===== src/rtl/bka_pkg.sv =====
// ----------------------------------------------------------------------------
// bka_pkg
// Types and helpers shared by the Brent-Kung adder and its black cell.
//   BKA_WIDTH  : operand width (fixed at 4)
//   pg_t       : (generate, propagate) pair for a bit or a group of bits
//   black_cell : prefix operator (G,P) o (G',P') = (G | P&G', P&P')
// ----------------------------------------------------------------------------
package bka_pkg;

  localparam int BKA_WIDTH = 4;

  typedef struct packed {
    logic g;
    logic p;
  } pg_t;

  // hi covers the more significant span, lo the span directly below it.
  function automatic pg_t black_cell(pg_t hi, pg_t lo);
    pg_t r;
    r.g = hi.g | (hi.p & lo.g);
    r.p = hi.p & lo.p;
    return r;
  endfunction

endpackage


===== src/rtl/brent_kung_adder_if.sv =====
// ----------------------------------------------------------------------------
// brent_kung_adder_if
// Bit-level operand and result bundle for brent_kung_adder.
//   A_1..A_4, B_1..B_4 : operands, index 1 = LSB
//   C_0                : carry-in
//   S_1..S_4           : sum, index 1 = LSB
//   C_out              : carry-out (result bit 5)
// Modports:
//   master : the side that supplies operands and consumes the result
//   slave  : the adder itself
// ----------------------------------------------------------------------------
interface brent_kung_adder_if;

  logic A_1, A_2, A_3, A_4;
  logic B_1, B_2, B_3, B_4;
  logic C_0;
  logic S_1, S_2, S_3, S_4;
  logic C_out;

  modport master (
    output A_1, A_2, A_3, A_4,
    output B_1, B_2, B_3, B_4,
    output C_0,
    input  S_1, S_2, S_3, S_4,
    input  C_out
  );

  modport slave (
    input  A_1, A_2, A_3, A_4,
    input  B_1, B_2, B_3, B_4,
    input  C_0,
    output S_1, S_2, S_3, S_4,
    output C_out
  );

endinterface


===== src/rtl/bk_black_cell.sv =====
// ----------------------------------------------------------------------------
// bk_black_cell
// One node of the prefix tree: combines a high (gh, ph) span with the
// adjacent low (gl, pl) span into the group (g, p) covering both.
//   gh, ph : generate/propagate of the more significant span
//   gl, pl : generate/propagate of the less significant span
//   g, p   : group generate/propagate
// ----------------------------------------------------------------------------
module bk_black_cell
  import bka_pkg::*;
(
  input  logic gh,
  input  logic ph,
  input  logic gl,
  input  logic pl,
  output logic g,
  output logic p
);

  pg_t hi;
  pg_t lo;
  pg_t grp;

  assign hi  = '{g: gh, p: ph};
  assign lo  = '{g: gl, p: pl};
  assign grp = black_cell(hi, lo);

  assign g = grp.g;
  assign p = grp.p;

endmodule


===== src/rtl/brent_kung_adder.sv =====
// ----------------------------------------------------------------------------
// brent_kung_adder
// 4-bit Brent-Kung parallel-prefix adder with carry-in and carry-out:
// {C_out, S_4..S_1} = A + B + C_0, unsigned and exact.
//
// Ports:
//   clk : clock, used only by the optional output register
//   rst : asynchronous active-high reset of the optional output register
//   bus : brent_kung_adder_if.slave (operands, carry-in, sum, carry-out)
//
// Build option:
//   BKA_OUTPUT_REG_EN defined   : all five outputs are flopped (1-cycle
//                                 latency, cleared immediately by rst)
//   BKA_OUTPUT_REG_EN undefined : outputs are purely combinational and
//                                 clk/rst have no effect
// ----------------------------------------------------------------------------
module brent_kung_adder
  import bka_pkg::*;
(
  input  logic                    clk,
  input  logic                    rst,
  brent_kung_adder_if.slave       bus
);

  logic [BKA_WIDTH-1:0] a;
  logic [BKA_WIDTH-1:0] b;
  logic [BKA_WIDTH-1:0] g;
  logic [BKA_WIDTH-1:0] p;
  logic [BKA_WIDTH:0]   c;
  logic [BKA_WIDTH-1:0] sum;
  logic [BKA_WIDTH:0]   result_d;
  logic [BKA_WIDTH:0]   result;

  // Group (G,P) spans; names give the covered bit range, 1 = LSB.
  logic g21, p21;
  logic g43, p43;
  logic g41, p41;
  logic g31, p31;

  assign a = {bus.A_4, bus.A_3, bus.A_2, bus.A_1};
  assign b = {bus.B_4, bus.B_3, bus.B_2, bus.B_1};

  // Bit-level generate / propagate.
  assign g = a & b;
  assign p = a ^ b;

  // Up-sweep: pairs, then the full span.
  bk_black_cell u_up_21 (.gh(g[1]), .ph(p[1]), .gl(g[0]), .pl(p[0]), .g(g21), .p(p21));
  bk_black_cell u_up_43 (.gh(g[3]), .ph(p[3]), .gl(g[2]), .pl(p[2]), .g(g43), .p(p43));
  bk_black_cell u_up_41 (.gh(g43),  .ph(p43),  .gl(g21),  .pl(p21),  .g(g41), .p(p41));

  // Down-sweep: fills in the odd position left uncovered by the up-sweep.
  bk_black_cell u_dn_31 (.gh(g[2]), .ph(p[2]), .gl(g21),  .pl(p21),  .g(g31), .p(p31));

  // Carry merge with C_0. Each carry folds C_0 into the group span ending
  // at that bit; e.g. G[4:1] | P[4:1]&C_0 expands to G[4:3] | P[4:3]&c2,
  // and G[3:1] | P[3:1]&C_0 expands to g3 | p3&c2.
  assign c[0] = bus.C_0;
  assign c[1] = g[0] | (p[0] & bus.C_0);
  assign c[2] = g21  | (p21  & bus.C_0);
  assign c[3] = g31  | (p31  & bus.C_0);
  assign c[4] = g41  | (p41  & bus.C_0);

  assign sum      = p ^ c[BKA_WIDTH-1:0];
  assign result_d = {c[BKA_WIDTH], sum};

`ifdef BKA_OUTPUT_REG_EN
  // NOTE: sequential state uses non-blocking assignments so every flop
  // samples pre-edge values, and the reset branch sits in the sensitivity
  // list so clearing does not wait for a clock edge.
  always_ff @(posedge clk or posedge rst) begin
    if (rst) begin
      result <= '0;
    end else begin
      result <= result_d;
    end
  end
`else
  // clk and rst are kept on the port list so both builds share one
  // interface; this sink only marks them as intentionally unused.
  logic unused_clk_rst;
  assign unused_clk_rst = clk ^ rst;

  assign result = result_d;
`endif

  assign bus.S_1   = result[0];
  assign bus.S_2   = result[1];
  assign bus.S_3   = result[2];
  assign bus.S_4   = result[3];
  assign bus.C_out = result[4];

endmodule


===== src/flat_wrapper.sv =====
// flat-port wrapper written by rule: the top's interface ports become plain ports
module brent_kung_adder_flat import bka_pkg::*;
  (clk, rst, bus_A_1, bus_A_2, bus_A_3, bus_A_4, bus_B_1, bus_B_2, bus_B_3, bus_B_4, bus_C_0, bus_S_1, bus_S_2, bus_S_3, bus_S_4, bus_C_out);
  brent_kung_adder_if bus_i ();
  input  logic clk;
  input  logic rst;
  input wire logic [$bits(bus_i.A_1)-1:0] bus_A_1;
  input wire logic [$bits(bus_i.A_2)-1:0] bus_A_2;
  input wire logic [$bits(bus_i.A_3)-1:0] bus_A_3;
  input wire logic [$bits(bus_i.A_4)-1:0] bus_A_4;
  input wire logic [$bits(bus_i.B_1)-1:0] bus_B_1;
  input wire logic [$bits(bus_i.B_2)-1:0] bus_B_2;
  input wire logic [$bits(bus_i.B_3)-1:0] bus_B_3;
  input wire logic [$bits(bus_i.B_4)-1:0] bus_B_4;
  input wire logic [$bits(bus_i.C_0)-1:0] bus_C_0;
  output wire logic [$bits(bus_i.S_1)-1:0] bus_S_1;
  output wire logic [$bits(bus_i.S_2)-1:0] bus_S_2;
  output wire logic [$bits(bus_i.S_3)-1:0] bus_S_3;
  output wire logic [$bits(bus_i.S_4)-1:0] bus_S_4;
  output wire logic [$bits(bus_i.C_out)-1:0] bus_C_out;
  assign bus_i.A_1 = bus_A_1;
  assign bus_i.A_2 = bus_A_2;
  assign bus_i.A_3 = bus_A_3;
  assign bus_i.A_4 = bus_A_4;
  assign bus_i.B_1 = bus_B_1;
  assign bus_i.B_2 = bus_B_2;
  assign bus_i.B_3 = bus_B_3;
  assign bus_i.B_4 = bus_B_4;
  assign bus_i.C_0 = bus_C_0;
  assign bus_S_1 = bus_i.S_1;
  assign bus_S_2 = bus_i.S_2;
  assign bus_S_3 = bus_i.S_3;
  assign bus_S_4 = bus_i.S_4;
  assign bus_C_out = bus_i.C_out;
  brent_kung_adder u_core (.clk(clk), .rst(rst), .bus(bus_i));
endmodule

===== config.mk =====
export PLATFORM = sky130hd
export DESIGN_NAME = brent_kung_adder_flat
export DESIGN_NICKNAME = d
export VERILOG_FILES = /design/src/rtl/bka_pkg.sv /design/src/rtl/brent_kung_adder_if.sv /design/src/rtl/bk_black_cell.sv /design/src/rtl/brent_kung_adder.sv /design/src/flat_wrapper.sv
export SDC_FILE = /design/constraint.sdc
export NUM_CORES = 1
export LEC_CHECK = 0
export CAP_MARGIN = 5
export CELL_PAD_IN_SITES_DETAIL_PLACEMENT = 1
export CELL_PAD_IN_SITES_GLOBAL_PLACEMENT = 1
export CORE_AREA = 4 4 41 43
export DETAILED_ROUTE_END_ITERATION = 10
export DIE_AREA = 0 0 45 47
export GPL_ROUTABILITY_DRIVEN = 1
export PLACE_DENSITY_LB_ADDON = 0.15
export SYNTH_ARGS = -nofsm -noshare
export SYNTH_HDL_FRONTEND = slang
export SYNTH_SLANG_ARGS = --single-unit

===== constraint.sdc =====
create_clock -name vclk -period 1.35
set_input_delay 0.27 -clock vclk [all_inputs]
set_output_delay 0.27 -clock vclk [all_outputs]
set_load 0.005 [all_outputs]

==> metrics.txt <==
wire per inst=11.4 um; syn_area_per_cell=8.68 um2; Finish-stage setup viols=3; largest net degree at the start of global routing=4; antenna viol nets, final=0; Ports=16; starting density of the core=0.113; Peak supply drop=0.119 mV; DRC errors left=0; first-pass GRT wire length=821 um; pre-CTS WS=-1.02 ns; area delta synth->final=169%; Fillers=162; Yosys cell types=8; Post-Syn Nets=33; Slew Viols, Final=0; Die Span Y=47 um; Die X=45 um; Ys Warns=0; Worst EP arrival=1.27 ns; FF+latch count=0; run status=complete, but fails checks; vias=202; critical path class=in -> out; worst-margin pin slew=0.132 ns; gp weighted congestion=0.711; PD cells=418 nW/um2; worst min path class=in -> out; CP max FO=2; DRT iter0 DRCs=0; fmax=648 MHz; # rows=13; CTS Hold Bufs=0; grt ovf=0; final WL=579 um; CP startpoint kind=primary input; drt first pass iters=1; Multi-input gate area=approximately 200 um2; Die ar.=around 2100 um2; RSZ-0062 raised after global routing=yes; setup ws final=-0.192 ns; share of layout cells above drive strength 1=0.722; # clk buffers=0; minimum clock period after layout=1.54 ns; CORE AREA=1300 um2; post-synth design cell area=148 um2; sequential area share after synthesis=0; Power Total=about 170 uW; n_diodes=0; Final period util=1.14; instance count of the mapped netlist=17; Slew headroom=0.912; Via density=3.96; failing checks=negative setup slack; All-Layer GR Usage=0.0504; final hold violations=0; initial antenna violation count=0; Port Buffers=14; hpwl dp=482 um; number of global-route vias before repair=211; Reg area=0 um2; Worst Setup End Kind=primary output; Leak=0.000207 uW; max_cap viols=0; CP required=about 1.1 ns; nets=54
[final cells by class]
class	instances	share of cell area
well taps	15	0.0472
inverters	4	0.0440
repair buffers	19	0.415
multi-input cells	13	0.494
[metrics by stage]
step	instances	utilization	hold WS, ns	setup TNS [ns]	cell area, um2
floorplan	17	-	0.727	0	160
global placement	49	0.263	1.66	-4.35	342
detailed placement	49	0.263	1.69	-4.57	342
CTS	50	0.259	0.951	-0.842	337
global route	51	0.306	0.991	-0.675	398
finish	51	0.306	0.960	-0.526	398
[cells in the final DEF, fill, tap and decap left out, types with 2 or more instances in the layout]
cell,netlist,final
buf_6,0,4
dlymetal6s2s_1,0,2
buf_4,0,4
buf_8,0,2
buf_2,0,6
inv_2,0,2
xnor2_1,2,2
a21o_1,3,3
ha_4,0,4
[metal layers]
metal / up-vias / share of wire / track usage
met3: 0 / 0.067 / 0.0115
met2: 9 / 0.59 / 0.121
met4: 0 / 0 / 0
met5: - / 0 / 0
li1: 95 / - / -
met1: 98 / 0.34 / 0.0405
[where the power goes]
group          switching (uW)  total [uW]  leakage (uW)  internal, uW
sequential                  0           0             0             0
combinational            64.6         166      0.000207           102
clock                       0           0             0             0
[kinds of logic (layout without fill, tap and decap cells)]
group           count (synthesis)  in the layout  synth area share
buf+inv                         4             23             0.102
compound gates                  5              5             0.246
fa+ha+maj                       5              5             0.475
xor+xnor                        3              3             0.178
[synthesized netlist by cell type]
library cell | number | area share
a21o_1 | 3 | 0.15
a21oi_1 | 1 | 0.034
a31o_1 | 1 | 0.059
fa_1 | 1 | 0.14
ha_1 | 4 | 0.34
inv_1 | 4 | 0.10
xnor2_1 | 2 | 0.12
xor2_1 | 1 | 0.059
[final timing paths]
check | to | cells past startpoint | slack, ns | start
setup / recovery | bus_S_3 | 7 | -0.19 | bus_A_1
hold / removal | bus_C_out | 4 | 0.96 | bus_B_4
[worst max-delay path, cell delays in order]
cell and delay, ns:
buf_8 0.10, ha_4 0.22, a21o_1 0.17, buf_6 0.12, a21oi_4 0.14, xnor2_1 0.12, buf_2 0.13
[what timing repair did]
item                       in CTS  in global routing
resized for setup              54                 15
pin swaps                      12                 10
setup endpoints to repair       5                  5
buffers inserted                1                  1
Power figures use the tool's default switching activity.
